## config.mk

```make
export PLATFORM = sky130hd
export DESIGN_NAME = mem_arbiter_flat
export DESIGN_NICKNAME = d
export VERILOG_FILES = /design/src/rtl/mem_arbiter_if.sv /design/src/rtl/mem_arbiter.sv /design/src/flat_wrapper.sv
export SDC_FILE = /design/constraint.sdc
export NUM_CORES = 1
export LEC_CHECK = 0
export BUFFER_PORTS_ARGS = -buffer_cell sky130_fd_sc_hd__buf_2
export CAP_MARGIN = 20
export CORE_AREA = 4 4 119 121
export DETAILED_ROUTE_END_ITERATION = 6
export DIE_AREA = 0 0 123 125
export PLACE_DENSITY = 0.82
export SYNTH_ARGS = -nofsm -noshare
export SYNTH_HDL_FRONTEND = slang
export SYNTH_SLANG_ARGS = --single-unit
```

## constraint.sdc

```tcl
create_clock -name clk -period 6.53 [get_ports clk]
set_input_delay 0.3265 -clock clk [delete_from_list [all_inputs] [get_ports clk]]
set_output_delay 0.3265 -clock clk [all_outputs]
set_load 0.01 [all_outputs]
```

## src/rtl/mem_arbiter_if.sv

```systemverilog
// rtl/mem_arbiter_if.sv - dual-channel cache-side bus plus single memory port
interface mem_arbiter_if #(
   parameter int ADDR_WIDTH = 32,
   parameter int DATA_WIDTH = 32
);
   logic [3:0]              req_rw_flag;
   logic [2*ADDR_WIDTH-1:0] req_addr;
   logic [2*DATA_WIDTH-1:0] req_wdata;
   logic [7:0]              req_sel;
   logic [2*DATA_WIDTH-1:0] req_rdata;
   logic [1:0]              req_busy;
   logic [1:0]              req_done;
   logic [1:0]              mem_rw_flag;
   logic [ADDR_WIDTH-1:0]   mem_addr;
   logic [DATA_WIDTH-1:0]   mem_wdata;
   logic [3:0]              mem_sel;
   logic [DATA_WIDTH-1:0]   mem_rdata;
   logic                    mem_busy;
   logic                    mem_done;
   logic                    timeout_err;

   modport master (
      input  req_rw_flag, req_addr, req_wdata, req_sel, mem_rdata, mem_busy, mem_done,
      output req_rdata, req_busy, req_done, mem_rw_flag, mem_addr, mem_wdata, mem_sel,
             timeout_err
   );

   modport slave (
      output req_rw_flag, req_addr, req_wdata, req_sel, mem_rdata, mem_busy, mem_done,
      input  req_rdata, req_busy, req_done, mem_rw_flag, mem_addr, mem_wdata, mem_sel,
             timeout_err
   );
endinterface

```

## src/rtl/mem_arbiter.sv

```systemverilog
// rtl/mem_arbiter.sv - shares one memory port between the D-cache (ch0) and I-cache (ch1)
module mem_arbiter #(
   parameter int ADDR_WIDTH     = 32,
   parameter int DATA_WIDTH     = 32,
   parameter int PRIO_MODE      = 0,
   parameter int TIMEOUT_CYCLES = 0
) (
   input  logic          clk,
   input  logic          rst,
   mem_arbiter_if.master bus
);
   localparam int CW = (TIMEOUT_CYCLES > 1) ? $clog2(TIMEOUT_CYCLES) : 1;
   localparam logic [CW-1:0] TMO_LAST = CW'(TIMEOUT_CYCLES - 1);

   typedef enum logic [1:0] {IDLE = 2'd0, ISSUE = 2'd1, RESP = 2'd2} state_t;

   state_t                  state_q, state_d;
   logic                    grant_q, grant_d;
   logic                    last_grant_q, last_grant_d;
   logic [CW-1:0]           cnt_q, cnt_d;
   logic [1:0]              mem_rw_flag_q, mem_rw_flag_d;
   logic [ADDR_WIDTH-1:0]   mem_addr_q, mem_addr_d;
   logic [DATA_WIDTH-1:0]   mem_wdata_q, mem_wdata_d;
   logic [3:0]              mem_sel_q, mem_sel_d;
   logic [2*DATA_WIDTH-1:0] req_rdata_q, req_rdata_d;
   logic [1:0]              req_done_q, req_done_d;
   logic                    timeout_err_q, timeout_err_d;
   logic                    v0, v1, pick;

   // Flag 11 is treated like 00: never a valid request.
   always_comb begin
      v0 = (bus.req_rw_flag[1:0] == 2'b01) || (bus.req_rw_flag[1:0] == 2'b10);
      v1 = (bus.req_rw_flag[3:2] == 2'b01) || (bus.req_rw_flag[3:2] == 2'b10);
      if (v0 && v1) begin
         pick = (PRIO_MODE != 0) ? 1'b0 : ~last_grant_q;
      end else begin
         pick = v1;
      end
   end

   always_comb begin
      state_d       = state_q;
      grant_d       = grant_q;
      last_grant_d  = last_grant_q;
      cnt_d         = cnt_q;
      mem_rw_flag_d = mem_rw_flag_q;
      mem_addr_d    = mem_addr_q;
      mem_wdata_d   = mem_wdata_q;
      mem_sel_d     = mem_sel_q;
      req_rdata_d   = req_rdata_q;
      req_done_d    = 2'b00;
      timeout_err_d = 1'b0;
      case (state_q)
         IDLE: begin
            if (!bus.mem_busy && (v0 || v1)) begin
               grant_d       = pick;
               mem_rw_flag_d = pick ? bus.req_rw_flag[3:2] : bus.req_rw_flag[1:0];
               mem_addr_d    = pick ? bus.req_addr[2*ADDR_WIDTH-1:ADDR_WIDTH]
                                    : bus.req_addr[ADDR_WIDTH-1:0];
               mem_wdata_d   = pick ? bus.req_wdata[2*DATA_WIDTH-1:DATA_WIDTH]
                                    : bus.req_wdata[DATA_WIDTH-1:0];
               mem_sel_d     = pick ? bus.req_sel[7:4] : bus.req_sel[3:0];
               cnt_d         = '0;
               state_d       = ISSUE;
            end
         end
         ISSUE: begin
            cnt_d = cnt_q + CW'(1);
            // A completion in the same cycle as the watchdog expiry takes precedence.
            if (bus.mem_done) begin
               if (mem_rw_flag_q == 2'b01) begin
                  if (grant_q) begin
                     req_rdata_d[2*DATA_WIDTH-1:DATA_WIDTH] = bus.mem_rdata;
                  end else begin
                     req_rdata_d[DATA_WIDTH-1:0] = bus.mem_rdata;
                  end
               end
               mem_rw_flag_d = 2'b00;
               req_done_d    = grant_q ? 2'b10 : 2'b01;
               state_d       = RESP;
            end else if ((TIMEOUT_CYCLES > 0) && (cnt_q == TMO_LAST)) begin
               mem_rw_flag_d = 2'b00;
               req_done_d    = grant_q ? 2'b10 : 2'b01;
               timeout_err_d = 1'b1;
               state_d       = RESP;
            end
         end
         RESP: begin
            last_grant_d = grant_q;
            cnt_d        = '0;
            state_d      = IDLE;
         end
         default: state_d = IDLE;
      endcase
   end

   always_ff @(posedge clk or posedge rst) begin
      if (rst) begin
         state_q       <= IDLE;
         grant_q       <= 1'b0;
         last_grant_q  <= 1'b1;
         cnt_q         <= '0;
         mem_rw_flag_q <= 2'b00;
         mem_addr_q    <= '0;
         mem_wdata_q   <= '0;
         mem_sel_q     <= 4'h0;
         req_rdata_q   <= '0;
         req_done_q    <= 2'b00;
         timeout_err_q <= 1'b0;
      end else begin
         state_q       <= state_d;
         grant_q       <= grant_d;
         last_grant_q  <= last_grant_d;
         cnt_q         <= cnt_d;
         mem_rw_flag_q <= mem_rw_flag_d;
         mem_addr_q    <= mem_addr_d;
         mem_wdata_q   <= mem_wdata_d;
         mem_sel_q     <= mem_sel_d;
         req_rdata_q   <= req_rdata_d;
         req_done_q    <= req_done_d;
         timeout_err_q <= timeout_err_d;
      end
   end

   assign bus.req_busy    = {2{(state_q != IDLE) | bus.mem_busy}};
   assign bus.req_rdata   = req_rdata_q;
   assign bus.req_done    = req_done_q;
   assign bus.mem_rw_flag = mem_rw_flag_q;
   assign bus.mem_addr    = mem_addr_q;
   assign bus.mem_wdata   = mem_wdata_q;
   assign bus.mem_sel     = mem_sel_q;
   assign bus.timeout_err = timeout_err_q;
endmodule

```

## src/flat_wrapper.sv

```systemverilog
// flat-port wrapper written by rule: the top's interface ports become plain ports
module mem_arbiter_flat 
#(
   parameter int ADDR_WIDTH     = 32,
   parameter int DATA_WIDTH     = 32,
   parameter int PRIO_MODE      = 0,
   parameter int TIMEOUT_CYCLES = 0
)
  (clk, rst, bus_req_rw_flag, bus_req_addr, bus_req_wdata, bus_req_sel, bus_mem_rdata, bus_mem_busy, bus_mem_done, bus_req_rdata, bus_req_busy, bus_req_done, bus_mem_rw_flag, bus_mem_addr, bus_mem_wdata, bus_mem_sel, bus_timeout_err);
  mem_arbiter_if #(.ADDR_WIDTH(ADDR_WIDTH), .DATA_WIDTH(DATA_WIDTH)) bus_i ();
  input  logic clk;
  input  logic rst;
  input wire logic [$bits(bus_i.req_rw_flag)-1:0] bus_req_rw_flag;
  input wire logic [$bits(bus_i.req_addr)-1:0] bus_req_addr;
  input wire logic [$bits(bus_i.req_wdata)-1:0] bus_req_wdata;
  input wire logic [$bits(bus_i.req_sel)-1:0] bus_req_sel;
  input wire logic [$bits(bus_i.mem_rdata)-1:0] bus_mem_rdata;
  input wire logic [$bits(bus_i.mem_busy)-1:0] bus_mem_busy;
  input wire logic [$bits(bus_i.mem_done)-1:0] bus_mem_done;
  output wire logic [$bits(bus_i.req_rdata)-1:0] bus_req_rdata;
  output wire logic [$bits(bus_i.req_busy)-1:0] bus_req_busy;
  output wire logic [$bits(bus_i.req_done)-1:0] bus_req_done;
  output wire logic [$bits(bus_i.mem_rw_flag)-1:0] bus_mem_rw_flag;
  output wire logic [$bits(bus_i.mem_addr)-1:0] bus_mem_addr;
  output wire logic [$bits(bus_i.mem_wdata)-1:0] bus_mem_wdata;
  output wire logic [$bits(bus_i.mem_sel)-1:0] bus_mem_sel;
  output wire logic [$bits(bus_i.timeout_err)-1:0] bus_timeout_err;
  assign bus_i.req_rw_flag = bus_req_rw_flag;
  assign bus_i.req_addr = bus_req_addr;
  assign bus_i.req_wdata = bus_req_wdata;
  assign bus_i.req_sel = bus_req_sel;
  assign bus_i.mem_rdata = bus_mem_rdata;
  assign bus_i.mem_busy = bus_mem_busy;
  assign bus_i.mem_done = bus_mem_done;
  assign bus_req_rdata = bus_i.req_rdata;
  assign bus_req_busy = bus_i.req_busy;
  assign bus_req_done = bus_i.req_done;
  assign bus_mem_rw_flag = bus_i.mem_rw_flag;
  assign bus_mem_addr = bus_i.mem_addr;
  assign bus_mem_wdata = bus_i.mem_wdata;
  assign bus_mem_sel = bus_i.mem_sel;
  assign bus_timeout_err = bus_i.timeout_err;
  mem_arbiter #(.ADDR_WIDTH(ADDR_WIDTH), .DATA_WIDTH(DATA_WIDTH), .PRIO_MODE(PRIO_MODE), .TIMEOUT_CYCLES(TIMEOUT_CYCLES)) u_core (.clk(clk), .rst(rst), .bus(bus_i));
endmodule
```

======== Yosys cells after proc, flatten, opt, wreduce, memory -nomap -nowiden ========
Index checks and enable logic that the tools add are counted.
storage, ports and cells
  bits in registers ....................... 140
  input bits .............................. 176
  output and inout bits ................... 139
  word-level logic and storage cells ...... 50
cells by class
  equality and inequality tests ........... 9
  mux-type cells .......................... 14
  bitwise operators ....................... 3
  reductions and logical operators ........ 14
operator list
  cell                                                    number
  two-way mux 32 bit                                      2
  two-way mux 2 bit                                       8
  == test 2 x 1 -> 1 bit (second input constant)          4
  case mux 2 bit (2 select lines)                         2
  AND reduction 4 bit                                     2
  == test 2 bit (second input constant)                   3
  two-way mux 4 bit                                       1
  AND reduction 2 bit                                     2
  nonzero test 2 bit                                      2
  logical OR 1 bit                                        3
  AND reduction 3 bit                                     1
  logical AND 1 bit                                       2
  logical NOT 2 bit                                       1
  inequality test 2 x 1 -> 1 bit (second input constant)  1
  inequality test 2 bit (second input constant)           1
  NOT 1 bit                                               2
  logical NOT 1 bit                                       1
  two-way mux 1 bit                                       1
  OR 1 bit                                                1

======== Longest topological paths before layout ========
  depth in word-level cells ............... 7
  depth in mapped cells ................... 7
  depth with buffers taken out ............ 4

======== Least setup slack after synthesis ========
OpenSTA, ideal clock, no wires.
  path kind ............................... reg2reg
  from .................................... register u_core.state_q[1]
  to ...................................... register u_core.req_rdata_q[0] (netlist: u_core.bus.req_rdata[0])
  setup time .............................. 125 ps
  arrival ................................. 1511 ps
  required time ........................... 6405 ps
  slack ................................... 4895 ps
  stages on the path, launching flop included .. 5
  path buffers ............................ 1
  clock period less this slack ............ 1635 ps
  path through ............................ dfrtp_1 nand3b_4 nor4b_4 buf_2 mux2_2
on the way
  longest elaborated chain between the ends .. 2
RTL lines
  what                           RTL line            text
  from (decl)                    mem_arbiter.sv:17   state_t state_q, state_d;
  from (signal assigned)         mem_arbiter.sv:111  state_q <= state_d;
  == test 2 x 1 -> 1 bit         mem_arbiter.sv:53   case (state_q)
  AND reduction 4 bit (no line)  n/a
  to (signal assigned)           mem_arbiter.sv:119  req_rdata_q <= req_rdata_d;
  to (decl)                      mem_arbiter.sv:25   logic [2*DATA_WIDTH-1:0] req_rdata_q, req_rdata_d;
Every way passes these cells.
A chain may end at the register's enable or synchronous reset.

======== Worst setup path after layout ========
  from .................................... register u_core.state_q[0]
  to ...................................... register u_core.mem_wdata_q[2] (netlist: u_core.bus.mem_wdata[2])
on the way
  longest elaborated chain between the ends .. 2
RTL lines
  what                           RTL line            text
  logical NOT 2 bit              mem_arbiter.sv:53
  AND reduction 2 bit (no line)  n/a
  to (signal assigned)           mem_arbiter.sv:117  mem_wdata_q <= mem_wdata_d;
  to (decl)                      mem_arbiter.sv:23   logic [DATA_WIDTH-1:0] mem_wdata_q, mem_wdata_d;
Every way passes these cells.

==> impl_metrics.toml <==
[clocking]
h-tree-depth = 4
worstSkewPairLatency_ps = 410
cts_made_buffers = 17
path_clk_slew_ps = 60
clk_path_buf_depth = 2
cts_tree = "yes"
clock_sinks = 140
root_buffer = "clkbuf_16"
cts_setup_buffers = 0
cts_resized = 0
hold_buffers = 1

[power]
p_per_area_mw_per_mm2 = 458
pwr-share-clk = 0.236
p_int_uw = 2410
power_frac_seq = 0.400
p_leak_uw = 0.00421
power_switching_share = 0.355
max-vdd-ir-drop_mv = 0.268
power_frac_comb = 0.364
p_sw_uw = 1330

[min_path]
holdCritPathClass = "in -> reg"

[drt]
drt_first_pass_iters = 5
vias_per_cell = 5.09
drt-initial-drc-count = 333
ant_nets = 0
routed_wirelength_mm = 17.1
num_vias = 5291
drc = 0
wire_per_inst_um = 16.4

[global_routing]
overflow = 0
antenna_found_initial = 0
grt_use_total = 0.220
grt_pass1_vias = 5182
grt_start_max_net_pins = 81
grt_pass1_wl_mm = 26.4

[sta]
fmax_mhz = 464
setup_tns_ps = 0
maxSlewHeadroom = 0.484
whs_ps = 144
worstMarginPinSlew_ps = 774
rsz0062_at_grt = "no"
finalHoldViolCount = 0
clock_skew_ps = 8.23
fin_crit_ps = 2160
slew_viol_final = 0
period_share = 0.330
setup-violations-final = 0

[yosys]
synth_edf_count = 0
yosys.area.top_type_share = 0.583
synth.most_common_cell = "dfrtp_1"
ys_types = 34
synth_area_mm2 = 0.00596
synth.net_count = 725
ys_seq_area_frac = 0.588
synth_area_leaders = "dfrtp_1, mux2_2, a21oi_1"
async_reset_ff_frac = 1.00
synth_cells = 549
synth_warnings = 0
netlist_top_cells_count = "dfrtp_1, a21oi_1, nor2_1"
synthFlopType = "dfrtp_1"
synth_top_area_cell = "dfrtp_1"
syn-mean-instance-area_um2 = 10.9
ys_seq_elements = 140

[critical_path]
cp_common_cell = "a21oi_1"
max_stage_delay_ps = 530
cp_num_buf_inv = 1
worstPathRequired_ps = 6820
crit_slowest_cell = "or3_1"
crit_family = "compound AO/OA/AOI/OAI gates"
endpoint_kind = "flop"
cp.arrival_ps = 2440
cp_cell_sequence = "or3_1 > a21o_2 > buf_4 > a21oi_1 > a21oi_1"
cp_max_fo = 61
cp-start-kind = "flop"
worstSetupPathType = "reg -> reg"

[die]
die_h_um = 125
num_io_pins = 315
fp.dieW_um = 123
dieArea_mm2 = 0.0154
fp-row-count = 42
initial_core_util = 0.456
core-area_mm2 = 0.0131

[finish]
drive_above_1_share = 0.501
areaGrowthSynthToFinish_pct = 36.6
finalNonFillerCells = 1039
fillers = 1074
antenna_cells = 0
layout.nets = 1028

[placement]
port_buffers = 313
dp_cells = 1007
place_congestion = 0.880
hpwl_mm = 12.3

[status]
status = "complete, no violations"

[job]
maxCapViolations = 0
## per-layer routing
| layer | wire, um | track usage | vias to the layer above |
|---|---|---|---|
| met5 | 0 | 0 | - |
| met3 | 1380 | 0.0506 | 49 |
| met2 | 8590 | 0.364 | 248 |
| met4 | 680 | 0.110 | 0 |
| met1 | 6420 | 0.268 | 2531 |
| li1 | - | - | 2463 |
## metrics by stage
step	cell area [um2]	worst slack [ps]	util	total power (uW)
finish	8150	4370	0.623	3730
global route	8150	4290	0.623	3970
CTS	8120	4390	0.620	3770
detailed placement	7570	4300	0.578	2880
global placement	7570	4380	0.578	2820
floorplan	5960	2450	-	2250
## logic make-up (layout without fill, tap and decap cells)
family | after synthesis | in the layout | synth area share
buffers and inverters | 43 | 357 | 0.0451
other | 1 | 1 | 0.000629
AND/OR/NAND/NOR | 148 | 148 | 0.102
XOR/XNOR | 3 | 3 | 0.00567
multiplexers | 64 | 64 | 0.121
AO/OA/AOI/OAI | 150 | 150 | 0.137
flip-flops | 140 | 140 | 0.588
## cells in the final DEF (no fill, tap or decap), types with 2 or more instances in the layout
cell type and n:
buf_2 313, dfrtp_1 139, a21oi_1 129, nor2_1 70
nand2_1 69, mux2_2 64, clkbuf_16 17, a21oi_2 10
buf_4 7, inv_1 4, o21ai_0 3, clkinvlp_4 3
clkbuf_1 3, clkinv_4 3, inv_6 2, nand2b_1 2
## final cells by class
cell class                      instances  area [um2]  share of cell area
Clock inverter                          9        92.6              0.0114
Tap cell                              176         220              0.0270
Timing Repair Buffer                  322        1660               0.203
Clock buffer                           21         450              0.0553
Multi-Input combinational cell        366        2200               0.270
Inverter                                5        23.8             0.00292
Sequential cell                       140        3500               0.430
## power by group through the flow
| stage | sequential [uW] | clock (uW) | combinational (uW) |
|---|---|---|---|
| floorplan | 1680 | 0 | 573 |
| global placement | 1480 | 0 | 1340 |
| detailed placement | 1500 | 0 | 1380 |
| CTS | 1500 | 899 | 1380 |
| global route | 1540 | 946 | 1480 |
| finish | 1490 | 880 | 1360 |
## sequential cells by signal, summed over array words and instances, names as in the netlist
signal                  count
u_core.state_q              2
u_core.bus.mem_wdata       32
u_core.bus.mem_rw_flag      2
u_core.last_grant_q         1
u_core.bus.req_rdata       64
u_core.grant_q              1
u_core.bus.req_done         2
u_core.bus.mem_addr        32
u_core.bus.mem_sel          4
## worst paths after layout
| check | end | slack, ps | cells past startpoint | from |
|---|---|---|---|---|
| worst max-delay path | u_core.bus.mem_wdata[2] | 4370 | 5 | u_core.state_q[0] |
| worst max register to register | u_core.bus.mem_wdata[2] | 4370 | 5 | u_core.state_q[0] |
| worst min-delay path | u_core.bus.mem_sel[3] | 140 | 3 | bus_req_sel[3] |
| worst min register to register | u_core.bus.req_rdata[40] | 500 | 1 | u_core.bus.req_rdata[40] |
| min in group asynchronous | u_core.bus.req_rdata[20] | 520 | 3 | rst |
| max in group asynchronous | u_core.last_grant_q | 5010 | 5 | rst |
## tightest hold or removal path, cell delays in order
cell	delay [ps]
buf_2	90
nand2_1	40
a21oi_1	50
No activity file was read; power rests on OpenSTA's default activity.
